`src/rtl/filter_sched.sv`:
```
// Strip-mining scheduler for a 5x5 filter: streams 5-row columns to the filter and writes back valid outputs.
// Optional FILTER_SCHED_RELU_EN clamps negative filter results to zero on write.
module filter_sched #(
    parameter int unsigned IMG_W = 28,
    parameter int unsigned IMG_H = 28,
    parameter int unsigned DW    = 32,
    parameter int unsigned AW    = 10
) (
    input  logic          clk,
    input  logic          rst,
    input  logic          start,
    output logic          busy,
    output logic          done,
    output logic          rd_en,
    output logic [AW-1:0] rd_row,
    output logic [AW-1:0] rd_col,
    input  logic [DW-1:0] rd_data1,
    input  logic [DW-1:0] rd_data2,
    input  logic [DW-1:0] rd_data3,
    input  logic [DW-1:0] rd_data4,
    input  logic [DW-1:0] rd_data5,
    output logic [DW-1:0] d_in1,
    output logic [DW-1:0] d_in2,
    output logic [DW-1:0] d_in3,
    output logic [DW-1:0] d_in4,
    output logic [DW-1:0] d_in5,
    output logic          filt_in_valid,
    input  logic [DW-1:0] filt_d_out,
    input  logic          filt_out_valid,
    output logic          wr_en,
    output logic [AW-1:0] wr_addr,
    output logic [DW-1:0] wr_data
);

    localparam int unsigned TOTAL = IMG_W * (IMG_H - 4);
    localparam int unsigned CW    = $clog2(TOTAL + 1);
    localparam int unsigned XW    = $clog2(IMG_W);

    typedef enum logic [1:0] {IDLE, ISSUE, DRAIN} state_t;

    state_t          state_q, state_n;
    logic            busy_n, done_n, rd_en_n, wr_en_n;
    logic [AW-1:0]   rd_row_n, rd_col_n, wr_addr_n;
    logic [DW-1:0]   wr_data_n, res_data;
    logic            rd_en_d1;
    logic [XW-1:0]   recv_col, recv_col_n, out_col, out_col_n;
    logic [CW-1:0]   recv_cnt, recv_cnt_n;
    logic [AW-1:0]   row_base, row_base_n;

`ifdef FILTER_SCHED_RELU_EN
    assign res_data = filt_d_out[DW-1] ? '0 : filt_d_out;
`else
    assign res_data = filt_d_out;
`endif

    // Next-state, issue sequencing and write-back bookkeeping
    always_comb begin
        state_n    = state_q;
        busy_n     = busy;
        done_n     = 1'b0;
        rd_en_n    = 1'b0;
        rd_row_n   = rd_row;
        rd_col_n   = rd_col;
        recv_col_n = recv_col;
        recv_cnt_n = recv_cnt;
        out_col_n  = out_col;
        row_base_n = row_base;
        wr_en_n    = 1'b0;
        wr_addr_n  = wr_addr;
        wr_data_n  = wr_data;

        case (state_q)
            IDLE: begin
                // a start coinciding with done belongs to the finished frame and is dropped
                if (start && !done) begin
                    state_n    = ISSUE;
                    busy_n     = 1'b1;
                    rd_en_n    = 1'b1;
                    rd_row_n   = '0;
                    rd_col_n   = '0;
                    recv_col_n = '0;
                    recv_cnt_n = '0;
                    out_col_n  = '0;
                    row_base_n = '0;
                end
            end
            ISSUE: begin
                if (rd_col == AW'(IMG_W - 1)) begin
                    rd_col_n = '0;
                    if (rd_row == AW'(IMG_H - 5)) begin
                        state_n = DRAIN;
                    end else begin
                        rd_row_n = rd_row + AW'(1);
                        rd_en_n  = 1'b1;
                    end
                end else begin
                    rd_col_n = rd_col + AW'(1);
                    rd_en_n  = 1'b1;
                end
            end
            DRAIN: begin
                if (recv_cnt == CW'(TOTAL)) begin
                    state_n = IDLE;
                    done_n  = 1'b1;
                    busy_n  = 1'b0;
                end
            end
            default: state_n = IDLE;
        endcase

        // First four results of each strip come from a partially filled window
        if (state_q != IDLE && filt_out_valid && recv_cnt != CW'(TOTAL)) begin
            recv_cnt_n = recv_cnt + CW'(1);
            recv_col_n = (recv_col == XW'(IMG_W - 1)) ? '0 : recv_col + XW'(1);
            if (recv_col >= XW'(4)) begin
                wr_en_n   = 1'b1;
                wr_data_n = res_data;
                wr_addr_n = row_base + AW'(out_col);
                if (out_col == XW'(IMG_W - 5)) begin
                    out_col_n  = '0;
                    row_base_n = row_base + AW'(IMG_W - 4);
                end else begin
                    out_col_n = out_col + XW'(1);
                end
            end
        end
    end

    // State and registered outputs
    always_ff @(posedge clk) begin
        if (rst) begin
            state_q       <= IDLE;
            busy          <= 1'b0;
            done          <= 1'b0;
            rd_en         <= 1'b0;
            rd_row        <= '0;
            rd_col        <= '0;
            rd_en_d1      <= 1'b0;
            filt_in_valid <= 1'b0;
            d_in1         <= '0;
            d_in2         <= '0;
            d_in3         <= '0;
            d_in4         <= '0;
            d_in5         <= '0;
            recv_col      <= '0;
            recv_cnt      <= '0;
            out_col       <= '0;
            row_base      <= '0;
            wr_en         <= 1'b0;
            wr_addr       <= '0;
            wr_data       <= '0;
        end else begin
            state_q       <= state_n;
            busy          <= busy_n;
            done          <= done_n;
            rd_en         <= rd_en_n;
            rd_row        <= rd_row_n;
            rd_col        <= rd_col_n;
            rd_en_d1      <= rd_en;
            filt_in_valid <= rd_en_d1;
            d_in1         <= rd_data1;
            d_in2         <= rd_data2;
            d_in3         <= rd_data3;
            d_in4         <= rd_data4;
            d_in5         <= rd_data5;
            recv_col      <= recv_col_n;
            recv_cnt      <= recv_cnt_n;
            out_col       <= out_col_n;
            row_base      <= row_base_n;
            wr_en         <= wr_en_n;
            wr_addr       <= wr_addr_n;
            wr_data       <= wr_data_n;
        end
    end

endmodule

```
`config.mk`:
```
export PLATFORM = sky130hd
export DESIGN_NAME = filter_sched
export DESIGN_NICKNAME = d
export VERILOG_FILES = /design/src/rtl/filter_sched.sv
export SDC_FILE = /design/constraint.sdc
export NUM_CORES = 1
export LEC_CHECK = 0
export CAP_MARGIN = 20
export CORE_AREA = 2 2 165 167
export CTS_BUF_LIST = sky130_fd_sc_hd__clkbuf_8
export DETAILED_ROUTE_END_ITERATION = 10
export DIE_AREA = 0 0 167 169
export PLACE_DENSITY = 0.77
export SLEW_MARGIN = 30
export SYNTH_ARGS = -nofsm -noshare
export SYNTH_HDL_FRONTEND = slang
export SYNTH_SLANG_ARGS = --single-unit
```
`constraint.sdc`:
```
create_clock -name clk -period 2 [get_ports clk]
set_clock_uncertainty 0.1 [all_clocks]
set_input_delay 0.2 -clock clk [delete_from_list [all_inputs] [get_ports clk]]
set_output_delay 0.2 -clock clk [all_outputs]
set_load 0.05 [all_outputs]
```
-- Word level (Yosys, flattened, before mapping)
Cells that the tools add are included.
Widths: inputs -> output; s select.
- flip-flop bits (word level): 260
- logic and storage cells: 97
- bitwise operators: 2
- reductions and logical operators: 18
- mux-type cells: 36
- equality and inequality tests: 13
- $lt $le $gt $ge: 1
- add/subtract/negate cells: 7
- operators with widths (operator ; count):
    $mux 10 ; 11
    $mux 5 ; 9
    $pmux 10 s2 ; 2
    $add 10x1->10 const B ; 3
    $eq 10x5->1 const B ; 2
    $add 10x5->10 ; 1
    $add 10x5->10 const B ; 1
    $add 5x1->5 const B ; 2
    $eq 10x10->1 const B ; 1
    $eq 5x5->1 const B ; 2
    $ne 10x10->1 const B ; 1
    $ne 2x2->1 const B ; 5
    $reduce_bool 2->1 ; 5
    $mux 2 ; 4
    $reduce_and 4->1 ; 2
    $mux 1 ; 7
    $pmux 2 s3 ; 1
    $reduce_and 2->1 ; 3
    $ge 5x3->1 const B ; 1
    $pmux 1 s2 ; 2
    $reduce_or 2->1 ; 2
    $logic_and 1x1->1 ; 3
    $reduce_and 3->1 ; 1
    $eq 2x1->1 const B ; 1
    4 further kinds ; 5

-- Depth between registers and ports, before layout
- depth in word-level cells: 7
- depth in mapped cells: 9

-- Worst setup path before layout
OpenSTA, ideal clock, no wires.
- kind: register to register
- start: reg rd_col[0]
- end: reg rd_row[2]
- setup time: 70 ps
- period minus slack after synthesis: 2254 ps
- cell stages (with the launch flop): 7
- arrival time: 2084 ps
- slack: -254 ps
- cell sequence: dfxtp_1 ha_1 nor4b_1 nand4_1 buf_2 or4_1 a21oi_1
- longest elaborated chain between the ends: 3
- RTL lines (item ; line ; text):
    start: declaration ; 16 ; output logic [AW-1:0] rd_col,
    start signal: assignment ; 158 ; rd_col <= rd_col_n;
    $eq 10x5->1 ; 88 ; if (rd_col == AW'(IMG_W - 1)) begin
    $ne 2x2->1 (no source line) ; n/a ;
    $reduce_and 4->1 (no source line) ; n/a ;
    end signal: assignment ; 157 ; rd_row <= rd_row_n;
    end: declaration ; 15 ; output logic [AW-1:0] rd_row,
Every way passes these cells.
A chain may end at the register's enable or synchronous reset.

-- Worst setup path in the final report
- start: reg d_in3[27]
- end: out d_in3[27]
- RTL lines (item ; line ; text):
    start: declaration ; 24 ; output logic [DW-1:0] d_in3,
    start signal: assignment ; 163 ; d_in3 <= rd_data3;
No word-level cell between the ends.

==> results <==
## metal layers
layer	vias up	part of all wire, %	global-route usage (%)
met4	0	2.4	8.51
met2	314	52	37.1
met1	4063	39	23.5
li1	4142	-	-
met5	-	0	0
met3	55	6.2	4.68
## layout make-up
| cell class | instances | area, um2 | share of cell area (%) |
|---|---|---|---|
| clock buffers | 56 | 771 | 5.15 |
| well taps | 341 | 427 | 2.85 |
| flip-flops and latches | 260 | 5220 | 34.9 |
| diodes | 10 | 25.0 | 0.167 |
| clock inverters | 24 | 109 | 0.727 |
| inverters | 14 | 52.6 | 0.351 |
| multi-input cells | 577 | 3660 | 24.5 |
| repair buffers | 481 | 4710 | 31.4 |
## through the flow
step	instances	instance area (um2)	setup TNS (ns)	total power [mW]	setup WS, ns
after global placement	1669	14000	-0.0258	7.44	-0.0142
final	1763	15000	0	11.9	0.0465
after CTS	1750	14700	0	12.1	0.000108
after floorplan	913	9110	0	6.55	0.0417
after global routing	1762	15000	-0.0199	12.4	-0.0199
after detailed placement	1669	14000	-0.395	7.46	-0.0463
## flip-flops by register name, summed over array words and instances, names as in the netlist, 10 cells and up
name,count
wr_data,32
rd_col,10
d_in1,32
d_in5,32
d_in2,32
row_base,10
d_in4,32
wr_addr,10
recv_cnt,10
rd_row,10
d_in3,32
## repair_timing
action                     4_1_cts  5_1_grt
pin swaps                        0        1
hold endpoints to repair        15        0
buffers inserted                 0        2
hold buffers                     1        0
setup endpoints to repair      125      105
cloned                           0        1
gates resized for setup        124       68
## worst max path at each step
stage | slack [ns] | to | depth (start not counted)
global placement | -0.01 | out_col[2]$_SDFF_PP0_ | 5
finish | 0.05 | d_in3[27] | 1
global route | -0.02 | wr_addr[7]$_SDFFE_PP0P_ | 5
detailed placement | -0.05 | row_base[8]$_SDFF_PP0_ | 6
floorplan | 0.04 | rd_row[2]$_SDFFE_PP0P_ | 6
CTS | 0.0001 | d_in5[17] | 1
## cell usage after synthesis, types with 12 or more instances
cell / n
clkbuf_1: 51
a21oi_1: 72
nand2_1: 26
nor2b_1: 164
dfxtp_1: 260
o211ai_1: 19
nand4_1: 12
o21ai_0: 48
inv_1: 14
ha_1: 13
nor2_1: 23
nand3_1: 62
## report_power, final
part | switching [mW] | leakage, nW | internal, mW
Combinational | 1.07 | 4.26 | 0.760
Sequential | 0.0680 | 2.14 | 5.38
Clock | 2.13 | 0.517 | 2.52
## cells by family after synthesis
family,count (synthesis)
xor gates and xnor gates,9
and+or+nand+nor,349
AOI/OAI and AO/OA,198
adders and majority gates,14
buffers and inverters,77
muxes,6
DFF,260
==> results by group <==
Cells and area
  – P&R area growth vs syn: 64.4%
  – Most frequent cells in the layout: 257 x dfxtp_1, 242 x clkdlybuf4s50_1, 163 x nor2b_1
  – Fin nets: 1590
  – Layout cells sized above 1: 10.6%
  – # fillers: 2292
  – Most common cell after layout, fill and taps aside: dfxtp_1
  – Final core utilization: 56.5%

Global routing
  – GRT Resource Usage Total: 20.6%
  – Number of global-route vias before repair: 8311
  – First-pass GRT wire length: 46.1 mm
  – GRT overflow: 0
  – Initial antenna violation count: 10
  – Largest net degree at the start of global routing: 151

Yosys
  – Cell taking the most area after synthesis: dfxtp_1
  – Post-synthesis compound-gate area fraction: 13.7%
  – Simple-Gate Fraction of Synth Area: 22.2%
  – Distinct cells, synth: 58
  – Warnings from Yosys: 0
  – Synth Instances: 913
  – Main combinational cell family by area after synthesis: simple AND/OR/NAND/NOR gates
  – Synthesized area: 9100 um2
  – Synth Register Bits: 260
  – Register area share after synthesis: 57.2%
  – Syn Nets: 1123
  – Post-Synth XOR/XNOR Area: 0.866%
  – Post-synth ARST share: 0%
  – Main synth FF type: dfxtp_1
  – Number of synthesized flops with an enable pin: 0
  – Largest cells by area after synthesis: dfxtp_1 57%, nor2b_1 11%, a21oi_1 4.0%
  – Mux cell area share after synthesis: 0.687%
  – Synth Area in Adders: 2.01%
  – Mean Syn Cell Area: 9.97 um2
  – Yosys top cell area share: 57.2%

Timing
  – Period utilization: 97.7%
  – Final Max Slew Viols: 0
  – Final hold violations: 0
  – Fin crit period: 1.95 ns
  – Endpoints failing setup: 0
  – Worst slew margin: 57.0%
  – WHS: 0.100 ns
  – Worst slew pin tran: 0.646 ns
  – F_max: 0.512 GHz

Floorplan
  – Initial Util: 34.3%
  – Die width: 167 um
  – Die Footprint: 28200 um2
  – Number of I/O pins: 423
  – Core area: 26500 um2
  – # rows: 60
  – Die H: 169 um

Drt
  – Routed WL: 31.2 mm
  – Post-detailed-route count of antenna-violating nets: 0
  – Via count: 8574
  – Initial DRC count: 465
  – Drt pass-1 iters: 5
  – DRC: 0
  – Via-to-Cell Ratio: 4.86
  – Wire length per cell: 17.7 um

Worst setup path
  – Slowest-stage cell, CP: clkdlybuf4s50_1
  – Crit path from: d_in3[27]$_SDFF_PP0_
  – Critical path class: flop to output port
  – Crit end category: output port
  – CP max FO: 1
  – Worst stage delay on the critical path: 0.79 ns
  – FF-to-FF setup slack: 0.09 ns
  – FF-to-FF path depth: 7
  – Family with the most delay on the worst path: buffers and inverters
  – WP buf/inv: 1
  – Worst setup SP type: flop
  – Worst r2r dst: rd_row[2]$_SDFFE_PP0P_
  – Worst Path Arrival: 1.65 ns
  – CP Cell Sequence: clkdlybuf4s50_1
  – Critical Path RT: 1.70 ns
  – FF-to-FF Start: rd_col[0]$_SDFFE_PP0P_

CTS
  – Reg clk slew, reported paths: 0.06 ns
  – TritonCTS buffer count: 46
  – Bufs on Longest Clock Path: 3
  – CTS tree: yes
  – Clock Latency Late Sink: 0.55 ns
  – Clock Sinks: 260
  – CTS Root Cell: clkbuf_8
  – Total number of H-tree levels: 2

Outcome
  – Status: finished, final reports clean

Power and ir drop
  – Power Dens Cells: 798 nW/um2
  – Leak: 6.92 nW
  – VDD IR max: 0.579 mV

Min path
  – Hold EP: d_in2[10]$_SDFF_PP0_
  – Hold path startpoint: rd_data2[10]
  – Hold Path Class: input pin to flop
  – Hold Path Stages: 2

Place
  – GPL Wtd Cong: 0.853
  – Buffers on Ports: 422
  – Hpwl dp: 23.1 mm

Flow run
  – Total of max-cap violations: 0
Note: power is estimated with default switching activity, not from simulation.
